===== src/rtl/rvfi_retire_buffer.sv =====
// In-order RVFI retire buffer fed by out-of-order writeback ports.
// Define RVFI_ORDER_EN to build the 64-bit rvfi_order counter.
module rvfi_retire_buffer #(
    parameter int DEPTH  = 8,
    parameter int XLEN   = 32,
    parameter int NUM_WB = 2,
    localparam int TW    = $clog2(DEPTH)
) (
    input  logic                           clk,
    input  logic                           reset,
    input  logic                           issue_valid,
    output logic                           issue_ready,
    output logic [TW-1:0]                  issue_tag,
    input  logic [31:0]                    issue_insn,
    input  logic [XLEN-1:0]                issue_pc,
    input  logic [XLEN-1:0]                issue_next_pc,
    input  logic [4:0]                     issue_rs1_addr,
    input  logic [4:0]                     issue_rs2_addr,
    input  logic [4:0]                     issue_rs3_addr,
    input  logic [XLEN-1:0]                issue_rs1_rdata,
    input  logic [XLEN-1:0]                issue_rs2_rdata,
    input  logic [XLEN-1:0]                issue_rs3_rdata,
    input  logic [4:0]                     issue_rd_addr,
    input  logic                           issue_no_wb,
    input  logic                           stalled,
    input  logic [NUM_WB-1:0]              wb_valid,
    input  logic [NUM_WB-1:0][TW-1:0]      wb_tag,
    input  logic [NUM_WB-1:0][XLEN-1:0]    wb_data,
    input  logic                           flush_valid,
    input  logic [TW-1:0]                  flush_tag,
    output logic                           rvfi_valid,
    output logic [63:0]                    rvfi_order,
    output logic [31:0]                    rvfi_insn,
    output logic [4:0]                     rvfi_rs1_addr,
    output logic [4:0]                     rvfi_rs2_addr,
    output logic [4:0]                     rvfi_rs3_addr,
    output logic [XLEN-1:0]                rvfi_rs1_rdata,
    output logic [XLEN-1:0]                rvfi_rs2_rdata,
    output logic [XLEN-1:0]                rvfi_rs3_rdata,
    output logic [4:0]                     rvfi_rd_addr,
    output logic [XLEN-1:0]                rvfi_rd_wdata,
    output logic [XLEN-1:0]                rvfi_pc_rdata,
    output logic [XLEN-1:0]                rvfi_pc_wdata,
    output logic [TW:0]                    count,
    output logic                           wb_err
);

    logic [DEPTH-1:0] valid, done, pending, drop, wb_hit;
    logic [TW-1:0]    head, tail, flush_off;
    logic [TW-1:0]    age    [DEPTH];
    logic [XLEN-1:0]  wb_val [DEPTH];
    logic [31:0]      e_insn [DEPTH];
    logic [XLEN-1:0]  e_pc   [DEPTH];
    logic [XLEN-1:0]  e_npc  [DEPTH];
    logic [XLEN-1:0]  e_r1   [DEPTH];
    logic [XLEN-1:0]  e_r2   [DEPTH];
    logic [XLEN-1:0]  e_r3   [DEPTH];
    logic [XLEN-1:0]  e_wd   [DEPTH];
    logic [4:0]       e_a1   [DEPTH];
    logic [4:0]       e_a2   [DEPTH];
    logic [4:0]       e_a3   [DEPTH];
    logic [4:0]       e_rd   [DEPTH];
    logic             issue_fire, retire, wb_bad;
    logic [TW:0]      count_next;
    logic [63:0]      order_q;

    assign issue_ready = count < (TW+1)'(DEPTH);
    assign issue_tag   = tail;
    assign issue_fire  = issue_valid & issue_ready & ~stalled & ~flush_valid;
    assign retire      = valid[head] & done[head];
    assign pending     = valid & ~done;
    assign flush_off   = flush_tag - head;

    // Age relative to head orders entries from oldest to youngest.
    always_comb begin
        for (int i = 0; i < DEPTH; i++) begin
            age[i]  = TW'(i) - head;
            drop[i] = flush_valid & valid[i] & (age[i] > flush_off);
        end
    end

    always_comb begin
        wb_hit = '0;
        wb_bad = 1'b0;
        for (int i = 0; i < DEPTH; i++) wb_val[i] = '0;
        for (int k = 0; k < NUM_WB; k++) begin
            if (wb_valid[k] && !drop[wb_tag[k]]) begin
                if (pending[wb_tag[k]]) begin
                    wb_hit[wb_tag[k]] = 1'b1;
                    wb_val[wb_tag[k]] = wb_data[k];
                end else begin
                    wb_bad = 1'b1;
                end
            end
        end
    end

    always_comb begin
        if (flush_valid)
            count_next = {1'b0, flush_off} + (TW+1)'(1)
                       - {{TW{1'b0}}, retire};
        else
            count_next = count + {{TW{1'b0}}, issue_fire}
                       - {{TW{1'b0}}, retire};
    end

    always_ff @(posedge clk) begin
        if (reset) begin
            head   <= '0;
            tail   <= '0;
            count  <= '0;
            valid  <= '0;
            done   <= '0;
            wb_err <= 1'b0;
        end else begin
            head  <= head + TW'(retire);
            tail  <= flush_valid ? flush_tag + TW'(1) : tail + TW'(issue_fire);
            count <= count_next;
            if (wb_bad) wb_err <= 1'b1;
            done  <= done | wb_hit;
            valid <= valid & ~drop;
            if (retire) valid[head] <= 1'b0;
            if (issue_fire) begin
                valid[tail] <= 1'b1;
                done[tail]  <= issue_no_wb;
            end
        end
    end

    always_ff @(posedge clk) begin
        for (int i = 0; i < DEPTH; i++)
            if (wb_hit[i]) e_wd[i] <= wb_val[i];
        if (issue_fire) begin
            e_insn[tail] <= issue_insn;
            e_pc[tail]   <= issue_pc;
            e_npc[tail]  <= issue_next_pc;
            e_a1[tail]   <= issue_rs1_addr;
            e_a2[tail]   <= issue_rs2_addr;
            e_a3[tail]   <= issue_rs3_addr;
            e_r1[tail]   <= issue_rs1_rdata;
            e_r2[tail]   <= issue_rs2_rdata;
            e_r3[tail]   <= issue_rs3_rdata;
            e_rd[tail]   <= issue_rd_addr;
            e_wd[tail]   <= '0;
        end
    end

`ifdef RVFI_ORDER_EN
    always_ff @(posedge clk) begin
        if (reset)       order_q <= '0;
        else if (retire) order_q <= order_q + 64'd1;
    end
`else
    assign order_q = '0;
`endif

    always_ff @(posedge clk) begin
        if (reset || !retire) begin
            rvfi_valid     <= 1'b0;
            rvfi_order     <= '0;
            rvfi_insn      <= '0;
            rvfi_rs1_addr  <= '0;
            rvfi_rs2_addr  <= '0;
            rvfi_rs3_addr  <= '0;
            rvfi_rs1_rdata <= '0;
            rvfi_rs2_rdata <= '0;
            rvfi_rs3_rdata <= '0;
            rvfi_rd_addr   <= '0;
            rvfi_rd_wdata  <= '0;
            rvfi_pc_rdata  <= '0;
            rvfi_pc_wdata  <= '0;
        end else begin
            rvfi_valid     <= 1'b1;
            rvfi_order     <= order_q;
            rvfi_insn      <= e_insn[head];
            rvfi_rs1_addr  <= e_a1[head];
            rvfi_rs2_addr  <= e_a2[head];
            rvfi_rs3_addr  <= e_a3[head];
            rvfi_rs1_rdata <= e_r1[head];
            rvfi_rs2_rdata <= e_r2[head];
            rvfi_rs3_rdata <= e_r3[head];
            rvfi_rd_addr   <= e_rd[head];
            rvfi_rd_wdata  <= (e_rd[head] == 5'd0) ? '0 : e_wd[head];
            rvfi_pc_rdata  <= e_pc[head];
            rvfi_pc_wdata  <= e_npc[head];
        end
    end

    a_flush_tag: assert property (@(posedge clk) disable iff (reset)
        flush_valid |-> valid[flush_tag]);

    for (genvar k = 0; k < NUM_WB; k++) begin : g_chk
        a_wb_issue: assert property (@(posedge clk) disable iff (reset)
            !(issue_fire && wb_valid[k] && wb_tag[k] == tail));
    end

endmodule


===== config.mk =====
export PLATFORM = sky130hd
export DESIGN_NAME = rvfi_retire_buffer
export DESIGN_NICKNAME = d
export VERILOG_FILES = /design/src/rtl/rvfi_retire_buffer.sv
export SDC_FILE = /design/constraint.sdc
export NUM_CORES = 2
export LEC_CHECK = 0
export BUFFER_PORTS_ARGS = -buffer_cell sky130_fd_sc_hd__clkbuf_2
export CAP_MARGIN = 10
export CORE_MARGIN = 10
export CORE_UTILIZATION = 49
export DETAILED_ROUTE_END_ITERATION = 7
export GPL_TIMING_DRIVEN = 0
export PLACE_DENSITY = 0.78
export SETUP_SLACK_MARGIN = 0.5
export SYNTH_ARGS = -nofsm -noshare
export SYNTH_HDL_FRONTEND = slang
export SYNTH_SLANG_ARGS = --single-unit
export TNS_END_PERCENT = 5

===== constraint.sdc =====
create_clock -name clk -period 13.5 [get_ports clk]
set_input_delay 3.375 -clock clk [delete_from_list [all_inputs] [get_ports clk]]
set_output_delay 3.375 -clock clk [all_outputs]
set_load 0.05 [all_outputs]

==> impl_metrics.json <==
{
  "worst_path_max_delay_cell": "sky130_fd_sc_hd__fa_1",
  "ctsHoldBuffers": 0,
  "grt_first_pass_wirelength_mm": 344,
  "cts_buf_count": 211,
  "io_buffers": 509,
  "dr_total_vias": 49900,
  "ir_worst_vdd_v": 0.000157,
  "setup_repair_after_global_routing_missed_its_margin": "false",
  "cts_buffer_depth": 3,
  "synth.top_cells.by_area": "sky130_fd_sc_hd__edfxtp_1 (60%), sky130_fd_sc_hd__mux4_2 (13%), sky130_fd_sc_hd__dfxtp_1 (12%)",
  "clock_edge_transition_at_the_registers_on_the_reported_setup_and_hold_paths_ns": 0.07,
  "groute.usage.overall_pct": 24.2,
  "routabilityCongestion": 0.941,
  "drt_iter0_drc": 5840,
  "worst_pin_slew_ns": 1.32,
  "worst-endpoint-required_ns": 14.20,
  "number_of_enable_type_register_cells_in_the_synthesized_netlist": 1696,
  "post-route-period-util_pct": 55.3,
  "yosysMostFrequentCell": "sky130_fd_sc_hd__edfxtp_1",
  "path_type_of_the_worst_min_delay_path": "reg -> reg",
  "design.die.area_um2": 191000,
  "final_hold_viol_count": 0,
  "cts_post_setup_buffers_inserted": 0,
  "clock.fmax_ghz": 0.134,
  "p_per_area_nw_per_um2": 150,
  "worst_r2r_dst": "e_wd[3][12]",
  "finClkSkew_ns": 0.0704,
  "synth_area_leader_cell": "sky130_fd_sc_hd__edfxtp_1",
  "drc_errors": 0,
  "post_synth_most_frequent_cells": "sky130_fd_sc_hd__edfxtp_1 (1696), sky130_fd_sc_hd__nand2_1 (651), sky130_fd_sc_hd__dfxtp_1 (528)",
  "fill_cells": 12500,
  "reg2reg_slack_ns": 6.03,
  "path_depth": 18,
  "synth.cell_area_um2": 85000,
  "htree_num_levels": 4,
  "timing.critical_path.buf_inv": 9,
  "layout_setup_ws_ns": 6.03,
  "worst_path_dominant_cell_family": "buffers and inverters",
  "cts-resized-gates": 0,
  "critical_path.most_common_cell": "sky130_fd_sc_hd__clkbuf_1",
  "core_area_um2": 172000,
  "postSynth.topFlopCell": "sky130_fd_sc_hd__edfxtp_1",
  "synth_seq_cells": 2224,
  "finalSetupViolCount": 0,
  "first_global_vias": 50900,
  "pin_count_of_the_biggest_net_entering_global_routing": 94,
  "dpl.hpwl_mm": 149,
  "tritoncts_clock_tree": "built",
  "synth_cell_type_count": 71,
  "worstPathMaxFanout": 14,
  "firstDrtPassIters": 6,
  "number_of_top_level_pins": 611,
  "outcome": "complete, no violations",
  "rows": 152,
  "crit_end": "e_wd[3][12]",
  "insertion_delay_ns": 0.86,
  "grt_antenna_before_repair": 91,
  "hold-path-cell-count": 2,
  "design.final.nets": 6175,
  "drtAntennaViolNets": 0,
  "portion_of_synthesized_cell_area_occupied_by_the_leading_cell_type_pct": 59.9,
  "total_leakage_power_nw": 33.7,
  "fin_tns_setup_ns": 0,
  "post_drt_via_cell_ratio": 5.93,
  "setup.worst_path.class": "reg -> reg",
  "postSynth.asyncResetShare_pct": 0,
  "fin_util_pct": 57.5,
  "route.detailed.wl_per_inst_um": 28.2,
  "cts_root_buf": "sky130_fd_sc_hd__clkbuf_16",
  "place_worst_setup_slack_ns": 5.77,
  "share_of_cells_above_drive_strength_1_pct": 25.1,
  "worst-r2r-cell-count": 18,
  "die-height_um": 437,
  "overflow": 0,
  "die_width_um": 437,
  "cap_violations": 0,
  "initial_utilization_pct": 49.4,
  "wirelength_mm": 237,
  "seq_total_area_yosys_pct": 72.3,
  "regArea_um2": 61500,
  "crit_path_max_incr_delay_ns": 0.73,
  "finalWorstPathRequiredPeriod_ns": 7.47,
  "timing.critical_path.cells": "clkbuf_1 > buf_1 > clkbuf_1 > inv_1 > clkbuf_1 > fa_1 > inv_1 > ha_1 > clkbuf_1 > or2_2 > a21oi_1 > nand4_1 > o2111a_1 > nand3_1 > clkbuf_1 > clkbuf_1 > nor2_1 > a211oi_1",
  "critPathArrivalTime_ns": 8.17,
  "multi_input_comb_area_um2": 21700,
  "synth_cells": 5046,
  "crit_path_start_kind": "flop",
  "setup.worst_path.end_class": "flop",
  "slew-limit-headroom_pct": 11.4,
  "worst_setup_path_startpoint": "head[1]",
  "sink_count_of_the_clock_tree": 2224,
  "syn-mean-instance-area_um2": 16.9,
  "number_of_pins_exceeding_their_max_slew_limit_in_the_final_report": 0,
  "yosysWarningCount": 0,
  "area_growth_syn_to_layout_pct": 16.3,
  "rr_startpoint": "head[1]"
}
[per-layer routing]
layer | share of wire, % | track usage (%) | vias to the layer above
met4 | 5.9 | 14.3 | 60
met2 | 49 | 39.4 | 2767
li1 | - | - | 21200
met1 | 35 | 29.4 | 25300
met5 | 0.17 | 0 | -
met3 | 9.2 | 5.85 | 585
[flip-flops by register name, indices dropped and copies added, names as in the netlist, 40 cells and up]
register  flops
e_insn      256
e_rd         40
e_r2        256
e_r1        256
e_pc        256
e_a3         40
e_a2         40
e_npc       256
e_a1         40
e_r3        256
e_wd        256
[cells in the final DEF (no fill, tap or decap), types with 27 or more instances in the layout]
master	n
sky130_fd_sc_hd__o2111ai_1	35
sky130_fd_sc_hd__clkbuf_16	213
sky130_fd_sc_hd__nor2_1	102
sky130_fd_sc_hd__mux2i_1	200
sky130_fd_sc_hd__mux4_2	490
sky130_fd_sc_hd__bufinv_16	27
sky130_fd_sc_hd__buf_4	64
sky130_fd_sc_hd__a21oi_1	353
sky130_fd_sc_hd__edfxtp_1	1696
sky130_fd_sc_hd__clkinv_2	39
sky130_fd_sc_hd__inv_1	29
sky130_fd_sc_hd__nand3_1	44
sky130_fd_sc_hd__dfxtp_1	528
sky130_fd_sc_hd__conb_1	64
sky130_fd_sc_hd__clkbuf_2	512
sky130_fd_sc_hd__clkbuf_1	317
sky130_fd_sc_hd__diode_2	57
sky130_fd_sc_hd__buf_2	68
sky130_fd_sc_hd__a211oi_1	68
sky130_fd_sc_hd__a31oi_1	38
sky130_fd_sc_hd__o21ai_0	174
sky130_fd_sc_hd__nand2_1	651
[metrics by stage]
step	area [µm²]	instances	power, mW	hold slack, ns
finish	98900	8408	14.8	0.477
global route	98900	8397	15.2	0.493
CTS	98800	8351	14.9	0.474
detailed placement	91400	7951	8.73	0.465
global placement	90700	7928	8.70	0.450
floorplan	85300	5109	8.47	0.436
[worst min-delay path by stage]
stage	slack (ns)	to	startpoint
global placement	0.45	e_wd[2][30]	e_wd[2][30]
CTS	0.47	e_wd[2][3]	e_wd[2][3]
finish	0.48	e_wd[2][3]	e_wd[2][3]
floorplan	0.44	e_wd[2][30]	e_wd[2][30]
global route	0.49	e_wd[2][13]	e_wd[2][13]
detailed placement	0.47	e_wd[2][3]	e_wd[2][3]
[tightest hold or removal path, stage by stage (launching register included)]
cell and delay [ns]:
sky130_fd_sc_hd__dfxtp_1 0.31, sky130_fd_sc_hd__nand2_1 0.05, sky130_fd_sc_hd__a31oi_1 0.07
[report_power, final]
group          leakage (nW)  internal (mW)  total (mW)  switching, mW
registers              19.6           7.67        7.82          0.155
clock network          3.58           3.59        6.21           2.62
logic                  10.5          0.361       0.788          0.427
[final cells by class]
type / instances / area share, %
flip-flops and latches: 2224 / 62.2
multi-input cells: 2421 / 21.9
well taps: 2310 / 2.92
plain buffers: 427 / 1.97
clock inverters: 117 / 1.53
inverters: 37 / 0.186
repair buffers: 532 / 3.22
clock buffers: 283 / 5.92
diodes: 57 / 0.144
[cells by family (layout without fill, tap and decap cells)]
group | Yosys count | count (layout) | share of synthesized area (%)
AND/OR/NAND/NOR | 890 | 890 | 4.32
AO/OA/AOI/OAI | 736 | 736 | 4.99
multiplexers | 690 | 690 | 15.3
other | 1 | 121 | 0.00441
adder cells (fa/ha/maj) | 29 | 29 | 0.443
flip-flops | 2224 | 2224 | 72.3
buffers and inverters | 464 | 1396 | 2.44
XOR/XNOR | 12 | 12 | 0.157
No activity file was read; power rests on OpenSTA's default activity.
